<file path="src/rtl/irq_ctl_pkg.sv">
// -----------------------------------------------------------------------------
// irq_ctl_pkg
// Shared constants for the mips789 interrupt controller:
//   - pc_gen pre-control codes (PC_IGN / PC_IRQ / PC_RST)
//   - configuration register addresses (IRQ_CTRL/MASK/PEND/VBASE)
//   - controller FSM state encodings (IRQ_S_*)
//   - priority pick helper (lowest index wins) and state -> pre-control decode
// -----------------------------------------------------------------------------
package irq_ctl_pkg;

  localparam int NIRQ  = 4;
  localparam int IDX_W = 2;

  // pc_gen pre-control codes
  localparam logic [3:0] PC_IGN = 4'd0;
  localparam logic [3:0] PC_IRQ = 4'd2;
  localparam logic [3:0] PC_RST = 4'd3;

  // Configuration register addresses
  localparam logic [1:0] IRQ_CTRL  = 2'd0;
  localparam logic [1:0] IRQ_MASK  = 2'd1;
  localparam logic [1:0] IRQ_PEND  = 2'd2;
  localparam logic [1:0] IRQ_VBASE = 2'd3;

  // FSM state encodings
  localparam logic [1:0] IRQ_S_RST  = 2'd0;
  localparam logic [1:0] IRQ_S_IDLE = 2'd1;
  localparam logic [1:0] IRQ_S_TAKE = 2'd2;
  localparam logic [1:0] IRQ_S_SERV = 2'd3;

  // VBASE keeps only bits [31:6]; vectors are 16 bytes apart inside that block
  localparam logic [31:0] VBASE_KEEP = 32'hFFFF_FFC0;

  typedef struct packed {
    logic             hit;
    logic [IDX_W-1:0] idx;
  } irq_sel_t;

  // Lowest set index wins: scan from the top so the lowest hit is written last.
  function automatic irq_sel_t irq_pick(input logic [NIRQ-1:0] elig);
    irq_sel_t sel;
    sel = '0;
    for (int i = NIRQ - 1; i >= 0; i--) begin
      if (elig[i]) begin
        sel.hit = 1'b1;
        sel.idx = IDX_W'(i);
      end
    end
    return sel;
  endfunction

  function automatic logic [3:0] irq_prectl(input logic [1:0] st);
    case (st)
      IRQ_S_RST:  return PC_RST;
      IRQ_S_TAKE: return PC_IRQ;
      default:    return PC_IGN;
    endcase
  endfunction

endpackage

</file>
<file path="src/rtl/irq_sync.sv">
// -----------------------------------------------------------------------------
// irq_sync
// One request line: 2-FF synchroniser followed by an edge-detect stage.
// Ports:
//   i_clock  core clock
//   i_rst_n  asynchronous active-low reset
//   i_pause  pipeline stall; freezes only the edge-detect stage
//   i_req    asynchronous request input
//   o_rise   rising edge seen on the synchronised request
// -----------------------------------------------------------------------------
module irq_sync (
  input  logic i_clock,
  input  logic i_rst_n,
  input  logic i_pause,
  input  logic i_req,
  output logic o_rise
);

  logic r_s1;
  logic r_s2;
  logic r_s3;

  // The synchroniser keeps running during a stall, but the edge-detect stage
  // holds, so an edge arriving while paused stays visible until the first
  // non-paused edge and is not dropped.
  always_ff @(posedge i_clock or negedge i_rst_n) begin
    if (!i_rst_n) begin
      r_s1 <= 1'b0;
      r_s2 <= 1'b0;
      r_s3 <= 1'b0;
    end else begin
      r_s1 <= i_req;
      r_s2 <= r_s1;
      if (!i_pause) begin
        r_s3 <= r_s2;
      end
    end
  end

  assign o_rise = r_s2 & ~r_s3;

endmodule

</file>
<file path="src/rtl/irq_ctl.sv">
// -----------------------------------------------------------------------------
// irq_ctl
// Interrupt controller, responder side of the pc_gen pre-control interface.
// Latches four request lines, arbitrates against MASK and the global enable,
// drives the pre-control code and vector address, saves the resume PC and
// reopens interrupts on a return.
// Ports:
//   i_clock, i_rst_n      core clock, asynchronous active-low reset
//   i_pause               pipeline stall: all state and outputs hold
//   i_irq_req[3:0]        asynchronous request lines (rising edge requests)
//   i_cur_pc[31:0]        PC of the next instruction (resume PC on take)
//   i_ret                 return instruction decoded (one-cycle pulse)
//   i_cfg_we/addr/wdata   configuration write port
//   o_cfg_rdata[31:0]     combinational read of register at i_cfg_addr
//   o_pc_prectl[3:0]      PC_RST / PC_IGN / PC_IRQ to pc_gen
//   o_irq_addr[31:0]      vector address to pc_gen
//   o_zz_spc[31:0]        saved return PC to pc_gen
//   o_irq_ack[3:0]        one-hot, high while PC_IRQ is driven
// -----------------------------------------------------------------------------
module irq_ctl
  import irq_ctl_pkg::*;
(
  input  logic            i_clock,
  input  logic            i_rst_n,
  input  logic            i_pause,
  input  logic [NIRQ-1:0] i_irq_req,
  input  logic [31:0]     i_cur_pc,
  input  logic            i_ret,
  input  logic            i_cfg_we,
  input  logic [1:0]      i_cfg_addr,
  input  logic [31:0]     i_cfg_wdata,
  output logic [31:0]     o_cfg_rdata,
  output logic [3:0]      o_pc_prectl,
  output logic [31:0]     o_irq_addr,
  output logic [31:0]     o_zz_spc,
  output logic [NIRQ-1:0] o_irq_ack
);

  logic [1:0]      r_state;
  logic [3:0]      r_prectl;
  logic [31:0]     r_irq_addr;
  logic [31:0]     r_zz_spc;
  logic [NIRQ-1:0] r_irq_ack;
  logic            r_ien;
  logic [NIRQ-1:0] r_mask;
  logic [NIRQ-1:0] r_pend;
  logic [31:0]     r_vbase;

  logic [NIRQ-1:0] w_rise;
  logic [NIRQ-1:0] w_elig;
  irq_sel_t        w_sel;
  logic [NIRQ-1:0] w_sel_onehot;
  logic            w_wr_ctrl;
  logic            w_wr_mask;
  logic            w_wr_vbase;
  logic [NIRQ-1:0] w_w1c;
  logic [NIRQ-1:0] w_ack_clr;
  logic [NIRQ-1:0] w_pend_next;
  logic [1:0]      w_state_next;
  logic            w_ien_next;

  genvar gi;
  generate
    for (gi = 0; gi < NIRQ; gi++) begin : g_sync
      irq_sync u_sync (
        .i_clock (i_clock),
        .i_rst_n (i_rst_n),
        .i_pause (i_pause),
        .i_req   (i_irq_req[gi]),
        .o_rise  (w_rise[gi])
      );
    end
  endgenerate

  assign w_wr_ctrl  = i_cfg_we && (i_cfg_addr == IRQ_CTRL);
  assign w_wr_mask  = i_cfg_we && (i_cfg_addr == IRQ_MASK);
  assign w_wr_vbase = i_cfg_we && (i_cfg_addr == IRQ_VBASE);
  assign w_w1c      = (i_cfg_we && (i_cfg_addr == IRQ_PEND)) ? i_cfg_wdata[NIRQ-1:0] : '0;

  assign w_elig       = r_pend & r_mask & {NIRQ{r_ien}};
  assign w_sel        = irq_pick(w_elig);
  assign w_sel_onehot = {{(NIRQ-1){1'b0}}, 1'b1} << w_sel.idx;

  // r_irq_ack holds the one-hot of the line being taken, so it doubles as the
  // pending-bit clear mask when TAKE completes.
  assign w_ack_clr = (r_state == IRQ_S_TAKE) ? r_irq_ack : '0;

  // A new edge overrides both the software clear and the ack clear.
  assign w_pend_next = (r_pend & ~w_w1c & ~w_ack_clr) | w_rise;

  // Enable update order: software write, then the hardware clear on take,
  // then the reopen on return.
  always_comb begin
    w_state_next = r_state;
    w_ien_next   = r_ien;
    if (w_wr_ctrl) begin
      w_ien_next = i_cfg_wdata[0];
    end
    case (r_state)
      IRQ_S_RST:  w_state_next = IRQ_S_IDLE;
      IRQ_S_IDLE: begin
        if (w_sel.hit) begin
          w_state_next = IRQ_S_TAKE;
        end
      end
      IRQ_S_TAKE: begin
        w_state_next = IRQ_S_SERV;
        w_ien_next   = 1'b0;
      end
      IRQ_S_SERV: begin
        if (i_ret) begin
          w_state_next = IRQ_S_IDLE;
          w_ien_next   = 1'b1;
        end
      end
      default:    w_state_next = IRQ_S_RST;
    endcase
  end

  always_ff @(posedge i_clock or negedge i_rst_n) begin
    if (!i_rst_n) begin
      r_state    <= IRQ_S_RST;
      r_prectl   <= PC_RST;
      r_irq_addr <= '0;
      r_zz_spc   <= '0;
      r_irq_ack  <= '0;
      r_ien      <= 1'b0;
      r_mask     <= '0;
      r_pend     <= '0;
      r_vbase    <= '0;
    end else if (!i_pause) begin
      r_state  <= w_state_next;
      r_prectl <= irq_prectl(w_state_next);
      r_ien    <= w_ien_next;
      r_pend   <= w_pend_next;
      if (w_wr_mask) begin
        r_mask <= i_cfg_wdata[NIRQ-1:0];
      end
      if (w_wr_vbase) begin
        r_vbase <= i_cfg_wdata & VBASE_KEEP;
      end
      if ((r_state == IRQ_S_IDLE) && w_sel.hit) begin
        // Vector is fixed on entry to TAKE, from the VBASE value of that cycle.
        r_irq_addr <= {r_vbase[31:6], w_sel.idx, 4'b0000};
        r_irq_ack  <= w_sel_onehot;
      end else if (r_state == IRQ_S_TAKE) begin
        r_zz_spc  <= i_cur_pc;
        r_irq_ack <= '0;
      end
    end
  end

  always_comb begin
    o_cfg_rdata = '0;
    case (i_cfg_addr)
      IRQ_CTRL:  o_cfg_rdata[0]        = r_ien;
      IRQ_MASK:  o_cfg_rdata[NIRQ-1:0] = r_mask;
      IRQ_PEND:  o_cfg_rdata[NIRQ-1:0] = r_pend;
      IRQ_VBASE: o_cfg_rdata           = r_vbase;
      default:   o_cfg_rdata           = '0;
    endcase
  end

  assign o_pc_prectl = r_prectl;
  assign o_irq_addr  = r_irq_addr;
  assign o_zz_spc    = r_zz_spc;
  assign o_irq_ack   = r_irq_ack;

endmodule

</file>
<file path="config.mk">
export PLATFORM = sky130hd
export DESIGN_NAME = irq_ctl
export DESIGN_NICKNAME = d
export VERILOG_FILES = /design/src/rtl/irq_ctl_pkg.sv /design/src/rtl/irq_sync.sv /design/src/rtl/irq_ctl.sv
export SDC_FILE = /design/constraint.sdc
export NUM_CORES = 1
export LEC_CHECK = 0
export CORE_MARGIN = 5
export CORE_UTILIZATION = 45
export DETAILED_ROUTE_END_ITERATION = 8
export PLACE_DENSITY = 0.81
export SLEW_MARGIN = 20
export SYNTH_ARGS = -nofsm -noshare
export SYNTH_HDL_FRONTEND = slang
export SYNTH_SLANG_ARGS = --single-unit
</file>
<file path="constraint.sdc">
create_clock -name i_clock -period 4.1 [get_ports i_clock]
set_input_delay 0.615 -clock i_clock [delete_from_list [all_inputs] [get_ports i_clock]]
set_output_delay 0.615 -clock i_clock [all_outputs]
set_load 0.02 [all_outputs]
</file>
### After elaboration in Yosys (flattened, before gate mapping)

Index checks and enable logic that the tools add are counted.

| word-level totals | value |
|---|---|
| register bits after elaboration | 117 |
| latch bits | 0 |
| bits in writable memories | 0 |
| ROM bits | 0 |
| bits of input ports | 75 |
| output and inout bits | 104 |
| word-level logic and storage cells | 78 |
| memories | 0 |

| cells by class | value |
|---|---|
| add/sub/neg operators | 0 |
| $mul | 0 |
| div/mod/pow operators | 0 |
| magnitude comparators | 0 |
| equal/unequal tests | 7 |
| shift operators | 1 |
| multiplexer cells | 18 |
| bitwise logic cells | 17 |
| reduce and logical (&&, ||, !) cells | 14 |

Operators by type and width:

| operator | count |
|---|---|
| $mux 28 | 1 |
| $and 4x4->4 | 4 |
| $mux 4 | 4 |
| $mux 3 | 4 |
| $eq 2x2->1 const B | 5 |
| $not 4->4 | 2 |
| $pmux 2 s4 | 1 |
| $reduce_and 2->1 | 4 |
| $logic_not 2->1 | 3 |
| $not 1->1 | 6 |
| $pmux 3 s2 | 1 |
| $logic_and 1x1->1 | 5 |
| $and 1x1->1 | 4 |
| $eq 2x1->1 const B | 2 |
| $mux 2 | 2 |
| $or 4x4->4 | 1 |
| $pmux 1 s4 | 1 |
| $pmux 2 s2 | 1 |
| $shl 1x2->4 const A | 1 |
| $reduce_and 3->1 | 1 |
| $mux 1 | 2 |
| $pmux 1 s2 | 1 |
| $reduce_bool 2->1 | 1 |

### Logic depth before layout (Yosys ltp)

Gate-level depths: netlist of run 1.

| depth | value |
|---|---|
| word-level depth | 10 |
| depth in mapped cells | 6 |
| gate-level depth less buffers | 5 |

### By module

Synthesis of run 1 repeated with hierarchy kept, for this count alone.

| unflattened totals | value |
|---|---|
| cells, all modules | 394 |
| area total of the unflattened synthesis | 4735.8 µm² |

By module, submodules not included:

| module | instances | cells each | area each (µm²) | seq. area each (µm²) |
|---|---|---|---|---|
| irq_ctl | 1 | 374 | 4350.4 | 2580.0 |
| irq_sync | 4 | 5 | 96.3 | 75.1 |

### Worst setup path before layout of run 1

No wires, ideal clock.

| timing | value |
|---|---|
| path kind | input to output |
| start | in i_cfg_addr[1] |
| end | out o_cfg_rdata[0] |
| arrival time | 1.476 ns |
| path slack | 2.009 ns |
| stages on the path | 4 |
| buffers on the path | 0 |
| path through | inv_1 ha_1 a22oi_1 o21ai_0 |

| between the ends | value |
|---|---|
| cells in the longest elaborated chain, start to end | 2 |
| elaborated cells on any way between the ends | 5 |

RTL lines:

| item | line | RTL |
|---|---|---|
| start, declared | irq_ctl.sv:30 | `input logic [1:0] i_cfg_addr,` |
| $eq 2x2->1 (tied with other cells) | n/a |  |
| $pmux 1 s4 (*) | irq_ctl.sv:155 | `case (i_cfg_addr)` |
| end, declared | irq_ctl.sv:32 | `output logic [31:0] o_cfg_rdata,` |

Mark *: on every way between the ends. The rest lies on a longest branch, timed or not.

### Worst setup path in the final report of run 1

| timing | value |
|---|---|
| start | in i_cfg_addr[1] |
| end | out o_cfg_rdata[24] |

| between the ends | value |
|---|---|
| cells in the longest elaborated chain, start to end | 2 |

RTL lines:

| item | line |
|---|---|
| $eq 2x2->1 | n/a |
| $mux 28 | irq_ctl.sv:155 |

No other way between the ends.

==> run_results.csv, run 1 <==
group,metric,value,unit
run_status,status,"finished, final reports clean",
die,core-area,10320,µm²
timing,rsz0062_at_grt,"no",
placement,portBuffers,168,
global_route,grt_pass1_vias,3846,
global_route,antenna_found_initial,0,
detailed_routing,vias_per_cell,4.900,
logic_synthesis,synth_edf_count,0,
logic_synthesis,synth_flop_cell,"dfrtp_1",
logic_synthesis,yosys.area_share.adder,0.01319,
detailed_routing,wire_per_inst,16.87,µm
timing,timing.setup.tns,0,ps
logic_synthesis,synth_warnings,0,
power,internal-power,3386,µW
placement,dp_hpwl,8732,µm
power,p_switching,1590,µW
cts,cts_buffer_depth,2,
die,io_pins,179,
die,rows,37,
power,p_per_area,700.3,nW/µm²
detailed_routing,via_count,3518,
logic_synthesis,synth_top_family_by_area,"simple AND/OR/NAND/NOR gates",
critical_path,critPathLaunchType,"input pin",
die,die_area,12690,µm²
cts,cts_tree,"built",
critical_path,end_kind,"output pin",
timing,fin_crit_sh,0.7923,
logic_synthesis,synth-xor-area-share,0,
timing,relSlewSlack,0.5088,
logic_synthesis,netlist_instances,393,
logic_synthesis,ys_ff_latch,115,
cts,post_cts_buffers,0,
logic_synthesis,synth.distinct_cells,36,
cts,cts_resized,0,
final_layout,antenna_cells,0,
logic_synthesis,synth_compound_area_frac,0.04537,
power,peakVddDrop,0.4193,mV
die,die_h,112.7,µm
global_route,gr-total-overflow,0,
timing,hold_slack,151.6,ps
logic_synthesis,syn_area,4743,µm²
detailed_routing,antenna_left,0,
timing,hold_viol,0,
timing,drv_slew,0,
power,comb_power_share,0.350,
critical_path,cp.required,3480,ps
cts,cts-root-buf,"clkbuf_8",
logic_synthesis,yosys.area_share.simple,0.1488,
final_layout,area_growth,49.80,%
cts,cts_buffers,17,
final_layout,num-fill-cells,743,
cts,cts_hold_buf,0,
power,clockPowerShare,0.295,
global_route,grt_pass1_wl,19730,µm
final_layout,nNetsFinal,649,
power,switching_share,0.3196,
logic_synthesis,yosysSeqAreaShare,0.6072,
global_route,grtUsageTotal,0.1992,
timing,fmax,0.3079,GHz
detailed_routing,routed_wl,12110,µm
timing,fin_crit,3248,ps
detailed_routing,detail_route.iter0.violations,160,
placement,placed_cell_area,6513,µm²
final_layout,drive_above_1_share,0.1804,
die,initial_core_util,0.4595,
logic_synthesis,async_flop_share,1.000,
cts,htree_levels,4,
power,p_seq_frac,0.355,
cts,clkTransAtPathRegs,60,ps
final_layout,layout_common_cells,"clkdlybuf4s50_1 (167), dfrtp_1 (113), nand2_1 (106), mux2_2 (60), and2_1 (28)",
run,drv_cap,0,
global_route,grt_max_degree,59,
power,p_leak,0.003192,µW
critical_path,rr_worst_depth,5,
final_layout,final_common_cell,"clkdlybuf4s50_1",
logic_synthesis,syn_area_per_cell,12.07,µm²
die,die_w,112.7,µm
timing,finClkSkew,9.519,ps
cts,insertion_delay,510,ps
logic_synthesis,synthMuxAreaShare,0.1467,
final_layout,ff_latch_area,2880,µm²
timing,finalSetupViolations,0,
worst_hold_path,hold_path_class,"input pin to async pin",
critical_path,worstPathArrival,2630,ps
detailed_routing,drt_pass1_iterations,4,
final_layout,final_cell_area,7106,µm²
detailed_routing,drcViolationCount,0,
cts,cts_sinks,115,
final_layout,multi_input_area,1712,µm²
critical_path,crit_fanout,17,
critical_path,critPathKind,"input pin to output pin",
timing,worstMarginPinSlew,736.8,ps
placement,gp_congestion,0.8162,
critical path: stages:
cell	delay (ps)
clkdlybuf4s50_1	520
ha_1	420
buf_4	290
and2_1	160
clkdlybuf4s50_1	630
cells in the mapped netlist (4+ instances only):
master	instances	area [µm²]
dfrtp_1	113	2828
and2_1	28	175.2
a22o_1	5	43.79
inv_1	5	18.77
buf_2	6	30.03
nand2_1	106	397.9
a22oi_1	8	60.06
buf_6	4	45.04
mux2_2	60	675.7
clkbuf_1	7	26.28
ha_1	5	62.56
nor2_1	5	18.77
buf_4	8	60.06
nor2b_1	6	37.54
routing by layer:
metal,part of all wire,global-route usage
met5,0,0
met4,0.021,0.08654
met3,0.062,0.07170
met2,0.53,0.3428
met1,0.39,0.2218
power groups by stage:
| stage | registers (µW) | logic, µW | clock network, µW |
|---|---|---|---|
| 2_1_floorplan | 2110 | 540 | 0 |
| 3_3_place_gp | 1760 | 1710 | 0 |
| 3_5_place_dp | 1780 | 1760 | 0 |
| 4_1_cts | 1770 | 1770 | 1500 |
| 5_1_grt | 1830 | 1850 | 1550 |
| 6_report | 1770 | 1740 | 1470 |
metrics by stage:
stage / total power, µW / worst slack (ps) / util / instances
after floorplan: 2646 / 2009 / - / 400
after CTS: 5031 / 793.2 / 0.6883 / 718
after detailed placement: 3536 / 797.7 / 0.6308 / 686
after global routing: 5232 / 702.5 / 0.6883 / 718
after global placement: 3469 / 924.4 / 0.6308 / 686
final: 4976 / 851.7 / 0.6883 / 718
registers in the layout (all words and copies together) (netlist names):
name / cells
o_irq_addr: 28
r_mask: 4
g_sync.u_sync.r_s1: 4
o_zz_spc: 32
o_irq_ack: 4
g_sync.u_sync.r_s2: 4
r_state: 2
g_sync.u_sync.r_s3: 4
r_ien: 1
r_pend: 4
o_pc_prectl: 2
r_vbase: 26
cell families after synthesis:
logic type                 count (synthesis)
AOI/OAI and AO/OA                         26
muxes                                     62
other                                      1
buffers and inverters                     30
and+or+nand+nor                          154
adders and majority gates                  5
DFF                                      115
cell type report:
cell class | count | share of cell area
clock inverter | 10 | 0.01831
clock buffer | 22 | 0.06515
tap | 136 | 0.02395
sequential | 115 | 0.4054
inverter | 5 | 0.002641
timing repair buffer | 175 | 0.2437
multi-input combinational | 255 | 0.2409
worst paths after layout:
check,startpoint,to,slack (ps)
worst min register to register,g_sync[3].u_sync.r_s1,g_sync[3].u_sync.r_s2,350
worst max register to register,r_ien,o_irq_ack[3],2160
max in group asynchronous,i_rst_n,o_pc_prectl[1],3040
worst min-delay path,i_rst_n,o_zz_spc[7],150
min in group i_clock,g_sync[3].u_sync.r_s1,g_sync[3].u_sync.r_s2,350
worst max-delay path,i_cfg_addr[1],o_cfg_rdata[24],850
Note: power is estimated with default switching activity, not from simulation.
==> run 2: changes to the inputs <==
Settings changed: CORE_UTILIZATION 45 to 40, PLACE_DENSITY 0.81 to 0.77.
Clock period 4.1 ns to 2.7 ns, I/O delays scaled along.
==> run 2 against run 1 <==
Critical path depth up 1. Combinational power grew 53%. Sequential cell count unchanged. Design area grew 0.30%. Critical path type unchanged. Highest routed layer unchanged.
==> run_results.csv, run 2 (same netlist as run 1, synthesis figures left out) <==
group,metric,value,unit
cts,post_cts_buffers,0,
global_route,grt_max_degree,63,
placement,place_ws,180.1,ps
final_layout,final_util,0.6189,
worst_hold_path,hold_path_class,"input pin to async pin",
critical_path,critical_path.cell_chain,"clkdlybuf4s50_1 > inv_1 > ha_1 > a22oi_1 > o21ai_0 > clkdlybuf4s50_1",
detailed_routing,via_count,3473,
timing,worstMarginPinSlew,820.6,ps
critical_path,cp.required,2300,ps
power,internal-power,4998,µW
timing,fin_crit_sh,0.9330,
critical_path,r2r_end,"o_irq_addr[25]",
power,p_seq_frac,0.366,
detailed_routing,wire_per_inst,16.55,µm
final_layout,final_cell_area,7127,µm²
placement,dp.cells,694,
timing,drv_slew,0,
global_route,antenna_found_initial,0,
timing,fmax,0.3970,GHz
timing,relSlewSlack,0.4530,
run_status,status,"finished, final reports clean",
timing,fin_ws,181.0,ps
detailed_routing,antenna_left,0,
critical_path,cp_num_buf_inv,3,
placement,dp_hpwl,8741,µm
detailed_routing,routed_wl,12020,µm
final_layout,final_common_cell,"clkdlybuf4s50_1",
power,comb_power_share,0.362,
final_layout,antenna_cells,0,
timing,timing.setup.tns,0,ps
power,p_per_area,1034,nW/µm²
die,die_area,14140,µm²
timing,fin_crit,2519,ps
cts,htree_levels,4,
final_layout,num-fill-cells,929,
cts,cts_sinks,115,
critical_path,crit_path_start,"i_cfg_addr[1]",
critical_path,cp_common_cell,"clkdlybuf4s50_1",
critical_path,r2r_start,"r_ien",
final_layout,largest_reg_flops,32,
placement,portBuffers,168,
cts,cts-root-buf,"clkbuf_16",
timing,finClkSkew,5.907,ps
critical_path,max_stage_delay,620,ps
global_route,grtUsageTotal,0.1751,
final_layout,fin_cells,726,
power,p_switching,2369,µW
detailed_routing,drt_pass1_iterations,4,
timing,finalSetupViolations,0,
global_route,grt_pass1_vias,3768,
power,p_leak,0.003198,µW
power,switching_share,0.3215,
detailed_routing,detail_route.iter0.violations,140,
critical_path,critPathLaunchType,"input pin",
final_layout,area_growth,50.25,%
final_layout,layout_common_cells,"clkdlybuf4s50_1 (167), dfrtp_1 (113), nand2_1 (106), mux2_2 (60), and2_1 (28)",
critical_path,critPathKind,"input pin to output pin",
placement,placed_cell_area,6579,µm²
critical_path,end_kind,"output pin",
cts,cts_hold_buf,0,
critical_path,cp_slowest_cell,"clkdlybuf4s50_1",
cts,cts_buffer_depth,2,
placement,gp_congestion,0.7788,
die,rows,39,
die,core-area,11520,µm²
critical_path,cp_top_family,"buffers and inverters",
final_layout,nNetsFinal,650,
cts,cts_tree,"built",
global_route,gr-total-overflow,0,
die,initial_core_util,0.4119,
power,peakVddDrop,0.5065,mV
timing,rsz0062_at_grt,"no",
cts,clkTransAtPathRegs,50,ps
final_layout,drive_above_1_share,0.1784,
die,die_h,118.9,µm
cts,insertion_delay,400,ps
cts,cts_resized,0,
global_route,grt_pass1_wl,19530,µm
critical_path,rr_worst_depth,4,
die,die_w,118.9,µm
critical_path,rrSetupSlack,920,ps
detailed_routing,vias_per_cell,4.784,
critical_path,worstPathArrival,2110,ps
timing,hold_viol,0,
detailed_routing,drcViolationCount,0,
run,drv_cap,0,
cts,cts_buffers,17,
critical_path,crit_fanout,5,
power,clockPowerShare,0.273,
die,io_pins,179,
[run 2: changes by cell type in the layout (fill, tap and decap cells not counted)]
cell | previous run | this run
buf_12 | 0 | 4
buf_4 | 8 | 5
bufinv_16 | 3 | 0
clkbuf_1 | 2 | 4
clkbuf_8 | 4 | 6
clkinvlp_4 | 2 | 0
clkbuf_16 | 16 | 17
[run 2: layout make-up]
cell class | count | area (µm²) | area share
clock inverter | 5 | 25.02 | 0.003511
multi-input combinational | 255 | 1712 | 0.2402
clock buffer | 27 | 523.0 | 0.07338
tap | 143 | 178.9 | 0.02511
timing repair buffer | 176 | 1789 | 0.2511
inverter | 5 | 18.77 | 0.002633
sequential | 115 | 2880 | 0.4041
[run 2: layer usage]
layer | global-route usage | routed length, µm | vias to the layer above
met1 | 0.1924 | 4681 | 1700
met5 | 0 | 0 | -
li1 | - | - | 1647
met3 | 0.07156 | 832 | 22
met4 | 0.07096 | 274 | 0
met2 | 0.3020 | 6227 | 104
[run 2: how the worst max path moves through the flow]
| stage | endpoint | slack, ps | depth (start not counted) |
|---|---|---|---|
| 2_1_floorplan | o_cfg_rdata[0] | 1030 | 4 |
| 3_3_place_gp | o_cfg_rdata[0] | 190 | 6 |
| 3_5_place_dp | o_cfg_rdata[0] | 180 | 6 |
| 4_1_cts | o_cfg_rdata[0] | 180 | 6 |
| 5_1_grt | o_cfg_rdata[2] | 50 | 6 |
| 6_report | o_cfg_rdata[0] | 180 | 6 |
[run 2: stage by stage]
stage               total power [µW]  hold slack (ps)
floorplan                       4017            109.4
global route                    7772            145.8
detailed placement              5407            335.6
global placement                5319            334.5
CTS                             7462            114.6
finish                          7367            87.33
[run 2: power by group through the flow]
stage               sequential [µW]  combinational (µW)  clock [µW]
floorplan                      3200                 820           0
global placement               2660                2650           0
detailed placement             2720                2690           0
CTS                            2700                2710        2050
global route                   2780                2840        2150
finish                         2690                2660        2010
[run 2: worst register-to-register path, delay by kind of cell (launching register included)]
kind	cells	cell delay (ps)
AO/OA/AOI/OAI	1	360
AND/OR/NAND/NOR	1	190
flip-flops	1	490
buffers and inverters	1	250
multiplexers	1	380
